`config.mk`:
```
export PLATFORM = sky130hd
export DESIGN_NAME = gin_leak_scheduler
export DESIGN_NICKNAME = d
export VERILOG_FILES = /design/src/rtl/gin_leak_scheduler.sv
export SDC_FILE = /design/constraint.sdc
export NUM_CORES = 1
export LEC_CHECK = 0
export CAP_MARGIN = 40
export CORE_ASPECT_RATIO = 1.4
export CORE_UTILIZATION = 43
export DETAILED_ROUTE_END_ITERATION = 16
export HOLD_SLACK_MARGIN = 0.02
export PLACE_DENSITY = 0.8
export SLEW_MARGIN = 20
export SYNTH_ARGS = -nofsm -noshare
export SYNTH_HDL_FRONTEND = slang
export SYNTH_SLANG_ARGS = --single-unit
```
`constraint.sdc`:
```
create_clock -name Clock_i -period 2.58 [get_ports Clock_i]
set_clock_uncertainty 0.2 [all_clocks]
set_input_delay 0.387 -clock Clock_i [delete_from_list [all_inputs] [get_ports Clock_i]]
set_output_delay 0.387 -clock Clock_i [all_outputs]
set_load 0.02 [all_outputs]
```
`src/rtl/gin_leak_scheduler.sv`:
```
// gin_leak_scheduler
//   Walks every neuron's inhibitory conductance (gin) once per timestep:
//   read gin from the state RAM, pass it through the shared combinational
//   leak unit, and write the decayed value back to the same address.
//   Sustains one neuron per clock; a high Pause yields the RAM read port.
//
// Ports
//   Clock_i, Reset_i          clock (rising edge), synchronous active-high reset
//   Start_i                   one-cycle pulse that begins a sweep (ignored while busy)
//   NeuronCount_i, DeltaT_i,
//   Taugin_i                  sweep configuration, latched on Start_i
//   Pause_i                   another RAM requester is active; hold off new reads
//   GinRdEn_o, GinRdAddr_o    gin RAM read request
//   GinRdData_i               read data, valid one cycle after GinRdEn_o
//   LeakGin_o, LeakDeltaT_o,
//   LeakTaugin_o              operands to the leak unit
//   LeakGinOut_i              leak unit result (combinational from the operands)
//   GinWrEn_o, GinWrAddr_o,
//   GinWrData_o               gin RAM write-back
//   Busy_o, Done_o            sweep in progress / one-cycle completion pulse

module gin_leak_scheduler #(
    parameter int INTEGER_WIDTH   = 32,
    parameter int DATA_WIDTH_FRAC = 32,
    parameter int DATA_WIDTH      = INTEGER_WIDTH + DATA_WIDTH_FRAC,
    parameter int DELTAT_WIDTH    = 4,
    parameter int NEURON_WIDTH    = 11
) (
    input  logic                     Clock_i,
    input  logic                     Reset_i,
    input  logic                     Start_i,
    input  logic [NEURON_WIDTH-1:0]  NeuronCount_i,
    input  logic [DELTAT_WIDTH-1:0]  DeltaT_i,
    input  logic [INTEGER_WIDTH-1:0] Taugin_i,
    input  logic                     Pause_i,
    output logic                     GinRdEn_o,
    output logic [NEURON_WIDTH-1:0]  GinRdAddr_o,
    input  logic [DATA_WIDTH-1:0]    GinRdData_i,
    output logic [DATA_WIDTH-1:0]    LeakGin_o,
    output logic [DELTAT_WIDTH-1:0]  LeakDeltaT_o,
    output logic [INTEGER_WIDTH-1:0] LeakTaugin_o,
    input  logic [DATA_WIDTH-1:0]    LeakGinOut_i,
    output logic                     GinWrEn_o,
    output logic [NEURON_WIDTH-1:0]  GinWrAddr_o,
    output logic [DATA_WIDTH-1:0]    GinWrData_o,
    output logic                     Busy_o,
    output logic                     Done_o
);

    typedef enum logic [1:0] {IDLE, SWEEP, DRAIN, DONE} state_e;

    state_e                   state_q;
    logic [NEURON_WIDTH-1:0]  rd_ptr_q;
    logic [NEURON_WIDTH-1:0]  cnt_q;
    logic [DELTAT_WIDTH-1:0]  dt_q;
    logic [INTEGER_WIDTH-1:0] tau_q;
    logic [2:1]               vld_pipe_q;   // [1] = S1 valid, [2] = S2 valid
    logic [NEURON_WIDTH-1:0]  s1_addr_q;
    logic [NEURON_WIDTH-1:0]  s2_addr_q;
    logic [DATA_WIDTH-1:0]    s2_data_q;
    logic [DATA_WIDTH-1:0]    gin_hold_q;   // last S1 operand, keeps LeakGin steady when idle
    logic                     busy_q;
    logic                     done_q;

    logic rd_en;
    logic last_rd;

    // Pause acts in the same cycle it is seen, so the read strobe is decoded
    // from state plus Pause rather than registered.
    assign rd_en   = (state_q == SWEEP) && !Pause_i;
    assign last_rd = (rd_ptr_q == cnt_q - NEURON_WIDTH'(1));

    always_ff @(posedge Clock_i) begin
        if (Reset_i) begin
            state_q    <= IDLE;
            rd_ptr_q   <= '0;
            cnt_q      <= '0;
            dt_q       <= '0;
            tau_q      <= '0;
            vld_pipe_q <= '0;
            s1_addr_q  <= '0;
            s2_addr_q  <= '0;
            s2_data_q  <= '0;
            gin_hold_q <= '0;
            busy_q     <= 1'b0;
            done_q     <= 1'b0;
        end else begin
            vld_pipe_q <= {vld_pipe_q[1], rd_en};
            if (rd_en) begin
                s1_addr_q <= rd_ptr_q;
            end
            if (vld_pipe_q[1]) begin
                s2_addr_q  <= s1_addr_q;
                // A zero time constant makes the leak result meaningless;
                // write the value back untouched instead.
                s2_data_q  <= (tau_q == '0) ? GinRdData_i : LeakGinOut_i;
                gin_hold_q <= GinRdData_i;
            end

            case (state_q)
                IDLE: begin
                    if (Start_i) begin
                        cnt_q    <= NeuronCount_i;
                        dt_q     <= DeltaT_i;
                        tau_q    <= Taugin_i;
                        rd_ptr_q <= '0;
                        if (NeuronCount_i == '0) begin
                            state_q <= DONE;
                            done_q  <= 1'b1;
                        end else begin
                            state_q <= SWEEP;
                            busy_q  <= 1'b1;
                        end
                    end
                end
                SWEEP: begin
                    if (rd_en) begin
                        rd_ptr_q <= rd_ptr_q + NEURON_WIDTH'(1);
                        if (last_rd) begin
                            state_q <= DRAIN;
                        end
                    end
                end
                DRAIN: begin
                    // Once S1 is empty the S2 write retires this cycle, so
                    // Done lands the cycle after the final write.
                    if (!vld_pipe_q[1]) begin
                        state_q <= DONE;
                        busy_q  <= 1'b0;
                        done_q  <= 1'b1;
                    end
                end
                DONE: begin
                    state_q <= IDLE;
                    done_q  <= 1'b0;
                end
                default: begin
                    state_q <= IDLE;
                    busy_q  <= 1'b0;
                    done_q  <= 1'b0;
                end
            endcase
        end
    end

    assign GinRdEn_o    = rd_en;
    assign GinRdAddr_o  = rd_ptr_q;
    assign LeakGin_o    = vld_pipe_q[1] ? GinRdData_i : gin_hold_q;
    assign LeakDeltaT_o = dt_q;
    assign LeakTaugin_o = tau_q;
    assign GinWrEn_o    = vld_pipe_q[2];
    assign GinWrAddr_o  = s2_addr_q;
    assign GinWrData_o  = s2_data_q;
    assign Busy_o       = busy_q;
    assign Done_o       = done_q;

endmodule

```
==> results.sh <==
export IMPL_grt_overflow=0
export IMPL_mostFrequentLayoutCells="clkdlybuf4s50_1, dfxtp_1, nand2_1"
export IMPL_setup_slack_ns=0.0939
export IMPL_vias_per_cell=5.11
export IMPL_clkLatencyLatePin_ns=0.50
export IMPL_hold_viol_final=0
export IMPL_peakVddDrop_mv=0.505
export IMPL_swShare=0.315
export IMPL_die_h_um=173
export IMPL_diodes=0
export IMPL_cts_root_buf="clkbuf_16"
export IMPL_io_pins=369
export IMPL_seq_power_share=0.374
export IMPL_tns_ns=0
export IMPL_startpoint="vld_pipe_q[1]$_SDFF_PP0_"
export IMPL_critPathKind="flip-flop to output port"
export IMPL_path_cells="buf_4 > mux2_2 > clkdlybuf4s50_1"
export IMPL_antenna_found_initial=0
export IMPL_reg2reg_slack_ns=0.18
export IMPL_synth_edf_count=0
export IMPL_cp_start_kind="flip-flop"
export IMPL_fp_dieW_um=124
export IMPL_synthCells=944
export IMPL_finish_utilization=0.672
export IMPL_rows=62
export IMPL_period_share=0.964
export IMPL_rsz0062_at_grt="false"
export IMPL_endpoint="LeakGin_o[63]"
export IMPL_r2r_start="state_q[0]$_SDFFE_PP0P_"
export IMPL_clkPwrFrac=0.304
export IMPL_grt_pass1_vias=7841
export IMPL_synth_cell_types=45
export IMPL_multi_input_area_mm2=0.00433
export IMPL_path_clk_slew_ns=0.06
export IMPL_first_pass_iters=4
export IMPL_drtAntennaViolNets=0
export IMPL_finalPower_mw=10.4
export IMPL_syn_area_per_cell_um2=9.52
export IMPL_routedWlPerCell_um=17.1
export IMPL_initial_utilization=0.439
export IMPL_cts_buffers=22
export IMPL_timing_rr_end="state_q[1]$_SDFFE_PP0P_"
export IMPL_hold_buffers=0
export IMPL_crit_fanout=4
export IMPL_routed_wl_um=27000
export IMPL_layout_area_seq_mm2=0.00429
export IMPL_fmax_ghz=0.402
export IMPL_critPathMaxStageDelay_ns=0.56
export IMPL_fin_crit_ns=2.49
export IMPL_cts_max_level=1
export IMPL_p_per_area_mw_per_mm2=756
export IMPL_drive_gt1_frac=0.111
export IMPL_slew_headroom=0.614
export IMPL_clock_sinks=214
export IMPL_final_max_slew_viol_count=0
export IMPL_cts_buffer_depth=3
export IMPL_required_ns=1.99
export IMPL_area_growth_syn_to_layout_pct=53.1
export IMPL_synth_warnings=0
export IMPL_r2r_worst_path_cells=8
export IMPL_final_area_mm2=0.0138
export IMPL_detailed_place_area_mm2=0.0131
export IMPL_synthArstFlopShare=0
export IMPL_gp_congestion=0.914
export IMPL_dp_cells=1536
export IMPL_hold_path_class="input port to flip-flop"
export IMPL_p_switching_mw=3.27
export IMPL_cap_violations=0
export IMPL_final_common_cell="clkdlybuf4s50_1"
export IMPL_synth_top_flop_cell="dfxtp_1"
export IMPL_first_iter_violations=373
export IMPL_crit_arrival_ns=1.90
export IMPL_grt_max_degree=69
export IMPL_io_buffers=368
export IMPL_grt_pass1_wl_um=41500
export IMPL_final_nets=1495
export IMPL_drc=0
export IMPL_fin_cells=1578
export IMPL_end_kind="output port"
export IMPL_fillers=1624
export IMPL_yosysSeqAreaShare=0.477
export IMPL_crit_slowest_cell="clkdlybuf4s50_1"
export IMPL_ys_ff_latch=214
export IMPL_hold_ws_ns=0.0942
export IMPL_dr_total_vias=8063
export IMPL_min_path_cells=2
export IMPL_dieArea_mm2=0.0215
export IMPL_p_int_mw=7.12
export IMPL_hpwl_um=20100
export IMPL_syn_nets=1130
export IMPL_syn_cell_area_mm2=0.00899
export IMPL_setup_viol=0
export IMPL_comb_power_share=0.322
export IMPL_gr_usage_all_layers=0.248
export IMPL_status="finished clean"
export IMPL_core_mm2=0.0205
export IMPL_pre_cts_ws_ns=0.208
export IMPL_tritoncts="done"
export IMPL_worst_pin_slew_ns=0.573
export IMPL_p_leak_nw=5.27
==> power by group through the flow <==
stage	Combinational [mW]	Clock [mW]	Sequential (mW)
2_1_floorplan	1.67	0	4.21
3_3_place_gp	3.36	0	3.96
3_5_place_dp	3.40	0	3.98
4_1_cts	3.37	3.23	3.89
5_1_grt	3.60	3.39	3.93
6_report	3.35	3.16	3.89
==> worst min path at each step <==
stage                                 startpoint                           end
floorplan              s1_addr_q[0]$_SDFFE_PP0P_     s1_addr_q[0]$_SDFFE_PP0P_
global placement    LeakDeltaT_o[0]$_SDFFE_PP0P_  LeakDeltaT_o[0]$_SDFFE_PP0P_
CTS                                      Reset_i     gin_hold_q[57]$_SDFF_PP0_
finish                                   Reset_i     gin_hold_q[57]$_SDFF_PP0_
global route                             Reset_i     gin_hold_q[57]$_SDFF_PP0_
detailed placement  LeakDeltaT_o[2]$_SDFFE_PP0P_  LeakDeltaT_o[2]$_SDFFE_PP0P_
==> repair_timing <==
action	CTS	global route
pin swaps	0	0
hold endpoints to repair	0	0
setup endpoints to repair	65	2
gates resized for setup	63	2
buffers inserted	5	0
==> layer usage <==
layer  up-vias  global-route usage  wire length, um
met4         0              0.0972              942
met3        60              0.0600             1880
met1      3759               0.275            10400
li1       3973                   -                -
met5         -                   0                0
met2       271               0.441            13800
==> cell families (layout without fill, tap and decap cells) <==
kind of cell	Yosys count	in the layout	share of synthesized area
and+or+nand+nor	330	330	0.171
buffers and inverters	74	452	0.0419
xor gates and xnor gates	22	22	0.0214
adders and majority gates	7	7	0.00974
DFF	214	214	0.477
muxes	143	143	0.168
AOI/OAI and AO/OA	154	154	0.111
==> cells in the mapped netlist, types with 8 or more instances <==
cell type	instances	area, um^2
nor4_1	12	75.1
dfxtp_1	214	4280
xor2_1	9	78.8
nand2_1	128	480
a211oi_1	65	488
inv_1	8	30.0
xnor2_1	13	114
mux2i_1	78	781
a21oi_1	68	340
clkbuf_1	53	199
nor2b_1	67	419
mux2_2	65	732
nor2_1	92	345
==> critical path, delay by kind of cell (launching register included) <==
kind,cells,cell delay [ns]
DFF,1,0.37
muxes,1,0.34
buffers and inverters,2,0.70
==> registers in the layout (all words and copies together) (netlist names) <==
register	cells
Done_o	1
LeakDeltaT_o	4
s1_addr_q	11
GinRdAddr_o	11
Busy_o	1
cnt_q	11
gin_hold_q	64
GinWrAddr_o	11
state_q	2
LeakTaugin_o	32
vld_pipe_q	2
GinWrData_o	64
==> layout make-up <==
type / instances / area share
clock buffers: 31 / 0.0477
clock inverters: 6 / 0.00400
inverters: 8 / 0.00218
multi-input cells: 656 / 0.315
flip-flops and latches: 214 / 0.312
well taps: 256 / 0.0233
repair buffers: 407 / 0.297
Power figures use the tool's default switching activity.
